**config.mk**
```make
export PLATFORM = sky130hd
export DESIGN_NAME = gray_code_unit
export DESIGN_NICKNAME = d
export VERILOG_FILES = /design/src/rtl/gray_code_unit.sv
export SDC_FILE = /design/constraint.sdc
export NUM_CORES = 1
export LEC_CHECK = 0
export ABC_AREA = 1
export BUFFER_PORTS_ARGS = -buffer_cell sky130_fd_sc_hd__clkbuf_2
export CAP_MARGIN = 25
export CORE_UTILIZATION = 44
export DETAILED_ROUTE_END_ITERATION = 7
export PLACE_DENSITY = 0.73
export SLEW_MARGIN = 20
export SYNTH_ARGS = -nofsm -noshare
export SYNTH_HDL_FRONTEND = slang
export SYNTH_SLANG_ARGS = --single-unit
```
**constraint.sdc**
```tcl
create_clock -name clk -period 1.4 [get_ports clk]
set_input_delay 0.07 -clock clk [delete_from_list [all_inputs] [get_ports clk]]
set_output_delay 0.07 -clock clk [all_outputs]
set_load 0.005 [all_outputs]
```
**src/rtl/gray_code_unit.sv**
```systemverilog
// Gray-code engine: up/down Gray counter plus Gray-to-binary decoder with single-step checker.
// Latency: counter outputs register on the step edge; decoder/checker outputs 1 cycle after gin_vld.
// Backpressure: none; en and gin_vld are accepted every cycle, nothing stalls.
module gray_code_unit #(
  parameter int WIDTH    = 4,
  parameter int SAT_MODE = 0
) (
  input  logic             clk,
  input  logic             rst_n,
  input  logic             en,
  input  logic             up_dn,
  input  logic             load,
  input  logic [WIDTH-1:0] load_val,
  output logic [WIDTH-1:0] cnt_bin,
  output logic [WIDTH-1:0] cnt_gray,
  output logic             wrap_p,
  output logic             at_limit,
  input  logic [WIDTH-1:0] gray_in,
  input  logic             gin_vld,
  output logic [WIDTH-1:0] dec_bin,
  output logic             dec_vld,
  output logic             step_err
);

  localparam logic [WIDTH-1:0] CNT_MAX  = {WIDTH{1'b1}};
  localparam logic [WIDTH-1:0] CNT_ZERO = {WIDTH{1'b0}};
  localparam logic [WIDTH-1:0] CNT_ONE  = {{(WIDTH-1){1'b0}}, 1'b1};

  // Counter state
  logic [WIDTH-1:0] cnt_bin_q,  cnt_bin_d;
  logic [WIDTH-1:0] cnt_gray_q, cnt_gray_d;
  logic             wrap_p_q,   wrap_p_d;

  // Decoder / checker state
  logic [WIDTH-1:0] dec_bin_q,   dec_bin_d;
  logic             dec_vld_q,   dec_vld_d;
  logic             step_err_q,  step_err_d;
  logic [WIDTH-1:0] last_gray_q, last_gray_d;
  logic             hist_q,      hist_d;

  logic [WIDTH-1:0] dec_calc;
  logic [WIDTH-1:0] gray_diff;
  logic             multi_bit;

  // Next counter value: load beats en; limits either wrap (with pulse) or saturate.
  // Gray is derived from the next binary value so both register on the same edge.
  always_comb begin
    cnt_bin_d = cnt_bin_q;
    wrap_p_d  = 1'b0;
    if (load) begin
      cnt_bin_d = load_val;
    end else if (en) begin
      if (up_dn) begin
        if (cnt_bin_q != CNT_MAX) begin
          cnt_bin_d = cnt_bin_q + CNT_ONE;
        end else if (SAT_MODE == 0) begin
          cnt_bin_d = CNT_ZERO;
          wrap_p_d  = 1'b1;
        end
      end else begin
        if (cnt_bin_q != CNT_ZERO) begin
          cnt_bin_d = cnt_bin_q - CNT_ONE;
        end else if (SAT_MODE == 0) begin
          cnt_bin_d = CNT_MAX;
          wrap_p_d  = 1'b1;
        end
      end
    end
    cnt_gray_d = cnt_bin_d ^ (cnt_bin_d >> 1);
  end

  // Gray-to-binary: each binary bit is the XOR of all Gray bits at and above it.
  always_comb begin
    dec_calc = gray_in;
    for (int i = WIDTH - 2; i >= 0; i--) begin
      dec_calc[i] = dec_calc[i+1] ^ gray_in[i];
    end
  end

  // More than one bit changed iff the difference word is not zero and not a power of two.
  always_comb begin
    gray_diff = gray_in ^ last_gray_q;
    multi_bit = |(gray_diff & (gray_diff - CNT_ONE));
  end

  // Decoder next state: a valid sample updates output and history; idle cycles keep history.
  always_comb begin
    dec_bin_d   = dec_bin_q;
    dec_vld_d   = 1'b0;
    step_err_d  = 1'b0;
    last_gray_d = last_gray_q;
    hist_d      = hist_q;
    if (gin_vld) begin
      dec_bin_d   = dec_calc;
      dec_vld_d   = 1'b1;
      step_err_d  = hist_q && multi_bit;
      last_gray_d = gray_in;
      hist_d      = 1'b1;
    end
  end

  // Counter registers
  always_ff @(posedge clk or negedge rst_n) begin
    if (!rst_n) begin
      cnt_bin_q  <= '0;
      cnt_gray_q <= '0;
      wrap_p_q   <= 1'b0;
    end else begin
      cnt_bin_q  <= cnt_bin_d;
      cnt_gray_q <= cnt_gray_d;
      wrap_p_q   <= wrap_p_d;
    end
  end

  // Decoder / checker registers; reset empties the history so the next sample is unflagged
  always_ff @(posedge clk or negedge rst_n) begin
    if (!rst_n) begin
      dec_bin_q   <= '0;
      dec_vld_q   <= 1'b0;
      step_err_q  <= 1'b0;
      last_gray_q <= '0;
      hist_q      <= 1'b0;
    end else begin
      dec_bin_q   <= dec_bin_d;
      dec_vld_q   <= dec_vld_d;
      step_err_q  <= step_err_d;
      last_gray_q <= last_gray_d;
      hist_q      <= hist_d;
    end
  end

  assign cnt_bin  = cnt_bin_q;
  assign cnt_gray = cnt_gray_q;
  assign wrap_p   = wrap_p_q;
  assign at_limit = up_dn ? (cnt_bin_q == CNT_MAX) : (cnt_bin_q == CNT_ZERO);
  assign dec_bin  = dec_bin_q;
  assign dec_vld  = dec_vld_q;
  assign step_err = step_err_q;

endmodule

```
==> metrics.md <==
| Metric | Value |
|---|---|
| Status | `complete, but fails checks` |
| Failing checks | `negative setup slack` |
| Sequential fraction of the synthesis area | `47.4%` |
| Commonest non-fill, non-tap cell in the layout | `clkbuf_2` |
| Fin crit share | `106%` |
| Gr usage total | `19.7%` |
| Commonest non-fill, non-tap cells in the layout | `28 x clkbuf_2, 18 x nand2_1, 17 x dfrtp_1` |
| Crit-path max cell delay | `0.43 ns` |
| Syn Area/Cell | `8.42 um2` |
| # port buffers | `29` |
| Diode count | `0` |
| Final worst-path setup slack | `-0.0829 ns` |
| Buf+Inv Stages, Crit Path | `3` |
| Layout cells sized above 1 | `44.7%` |
| TritonCTS clock tree | `built` |
| Min-delay worst type | `in2reg` |
| Final nets | `169` |
| Yosys warns | `0` |
| HPWL after DPL | `1500 um` |
| Total number of vias | `866` |
| Cell chain of the critical path | `inv_2 -> ha_4 -> inv_4 -> nor2_4 -> nand3_2 -> o21ai_2 -> buf_2` |
| Area of the multi-input gates | `490 um2` |
| Core box area | `0.00200 mm2` |
| Final global-route overflow total | `0` |
| ANT nets after route | `0` |
| Ports | `30` |
| Power Density | `1030 mW/mm2` |
| Via-to-Cell Ratio | `4.84` |
| Routability cong. | `0.819` |
| Die extent in y | `48.5 um` |
| CP max-delay cell | `dfrtp_2` |
| Maxcap violations | `0` |
| Clock latency on the worst-skew pair | `0.30 ns` |
| Area growth from synthesis to layout | `37.2%` |
| Clk root buf | `clkbuf_4` |
| CTS H-tree lvls | `1` |
| DRC viols | `0` |
| Clk_skew | `0.00262 ns` |
| Starting DRT DRC Count | `22` |
| Largest net degree at the start of global routing | `19` |
| Fmax | `674 MHz` |
| Initial core utilization | `47.5%` |
| Total die area | `0.00235 mm2` |
| WL final | `2160 um` |
| Crit Path Class | `reg2out` |
| Clock slew at reported path FFs | `0.10 ns` |
| FF+latch count, synth | `18` |
| Worst IR Drop VDD | `854 uV` |
| Crit start category | `flip-flop` |
| Power, Total | `1.34 mW` |
| Synth top area share | `47.4%` |
| Synth Cell Area | `951 um2` |
| Register area | `452 um2` |
| Num CTS Buffers | `3` |
| # setup viols final | `3` |
| Least-Margin Pin Slew | `0.437 ns` |
| Final Hold Vio Count | `0` |
| Reg-to-reg slack, setup | `-0.04 ns` |
| Crit-path max FO | `2` |
| Ranking of synthesized cells by area | `dfrtp_1 47%, nand2_1 8.3%, inv_1 6.7%` |
| Yosys cell types | `18` |
| Slew Limit Fails | `0` |
| Crit path capture type | `output pin` |
| Post-Synthesis Cells | `113` |
| Fill count | `166` |
| Tmin final | `1.48 ns` |
| Relative slew slack | `70.8%` |
| Critical path arrival | `1.41 ns` |
| Crit path required time | `1.33 ns` |
| Wire per inst | `12.1 um` |
| Leakage dissipation | `0.670 nW` |
| Clk sinks | `18` |
| Die width | `48.5 um` |
| Dominant cell type by area after synthesis | `dfrtp_1` |
| Initial antenna violation count | `0` |
| DRT Pass-1 Iters | `4` |
| Vias in the first global route | `825` |
| Cell family with most CP delay | `flip-flops` |
| Final Util | `65.2%` |
| Syn nets | `129` |
| Row cnt | `16` |
| Clock Tree Buf Depth | `2` |
| Setup repair after global routing missed its margin | `true` |
| First-pass GRT wire length | `3510 um` |
[path summary, 6_finish.rpt]
| path | start | cells past startpoint | end |
|---|---|---|---|
| max | cnt_bin[0] | 7 | at_limit |
| min | gray_in[0] | 2 | dec_bin[0] |
| max reg2reg | cnt_bin[0] | 12 | cnt_gray[2] |
| min reg2reg | hist_q | 1 | hist_q |
| max in group asynchronous | rst_n | 2 | cnt_bin[0] |
| min in group asynchronous | rst_n | 2 | cnt_bin[3] |
[cell usage after synthesis]
library cell,instances
nand2_2,2
xnor2_1,3
nand3_1,10
nor2_1,8
ha_1,2
dfrtp_1,18
nand4_1,2
or2_2,4
a22oi_2,1
o21ai_2,1
clkbuf_1,1
inv_1,17
mux2_2,2
nand2_1,21
o21ai_0,7
buf_4,2
a21oi_1,7
xor2_1,5
[metal layers]
metal | track usage, % | vias up | routed length, um
met5 | 0 | - | 0
met4 | 8.33 | 0 | 23
met3 | 5.35 | 5 | 98
met2 | 35.2 | 25 | 1120
met1 | 22.0 | 399 | 921
li1 | - | 437 | -
[state kept, by name, indices dropped and copies added (netlist names)]
register	flops
hist_q	1
cnt_bin	4
cnt_gray	3
step_err	1
dec_vld	1
dec_bin	4
last_gray_q	3
wrap_p	1
[report_power, final]
group / switching, mW / total, mW / internal (mW)
combinational: 0.207 / 0.393 / 0.186
clock: 0.161 / 0.320 / 0.159
sequential: 0.0481 / 0.628 / 0.580
[worst register-to-register path, stage by stage (launching register included)]
cell	delay, ns
dfrtp_2	0.43
inv_2	0.09
ha_4	0.14
inv_4	0.04
nor2_4	0.10
buf_6	0.11
a21oi_2	0.04
nand2_1	0.07
nand3_1	0.08
nand2_2	0.09
nand2_2	0.05
nand2_1	0.05
nand2_1	0.05
[logic make-up (layout without fill, tap and decap cells)]
kind of cell               Yosys count  count (layout)  synth area share (%)
muxes                                2               2                  2.37
xor gates and xnor gates             8               8                  7.37
and+or+nand+nor                     47              47                  22.0
AOI/OAI and AO/OA                   16              16                  9.60
DFF                                 18              18                  47.4
adders and majority gates            2               2                  2.63
buffers and inverters               20              59                  8.68
[through the flow]
step	cell area (um2)	hold WS, ns	std cells	setup WS (ns)	TNS (ns)
after detailed placement	1130	0.0313	169	-0.0322	-0.0456
after CTS	1240	0.0153	178	-0.0862	-0.197
after floorplan	952	-0.226	113	0.00918	0
after global placement	1130	0.0254	169	-0.0303	-0.0493
final	1310	0.0182	179	-0.0829	-0.163
after global routing	1310	0.00909	179	-0.158	-0.751
[repair_timing]
| action | CTS | global route |
|---|---|---|
| setup buffers | 4 | 2 |
| pin swaps | 4 | 8 |
| resized for setup | 9 | 16 |
| endpoints found under the setup margin | 3 | 9 |
| hold buffers | 1 | 0 |
| hold endpoints to repair | 18 | 0 |
[final cells by class]
class	instances	share of cell area, %
inverters	17	5.08
clock buffers	4	2.78
well taps	27	2.59
repair buffers	38	17.4
multi-input cells	75	37.6
flip-flops and latches	18	34.6
No activity file was read; power rests on OpenSTA's default activity.
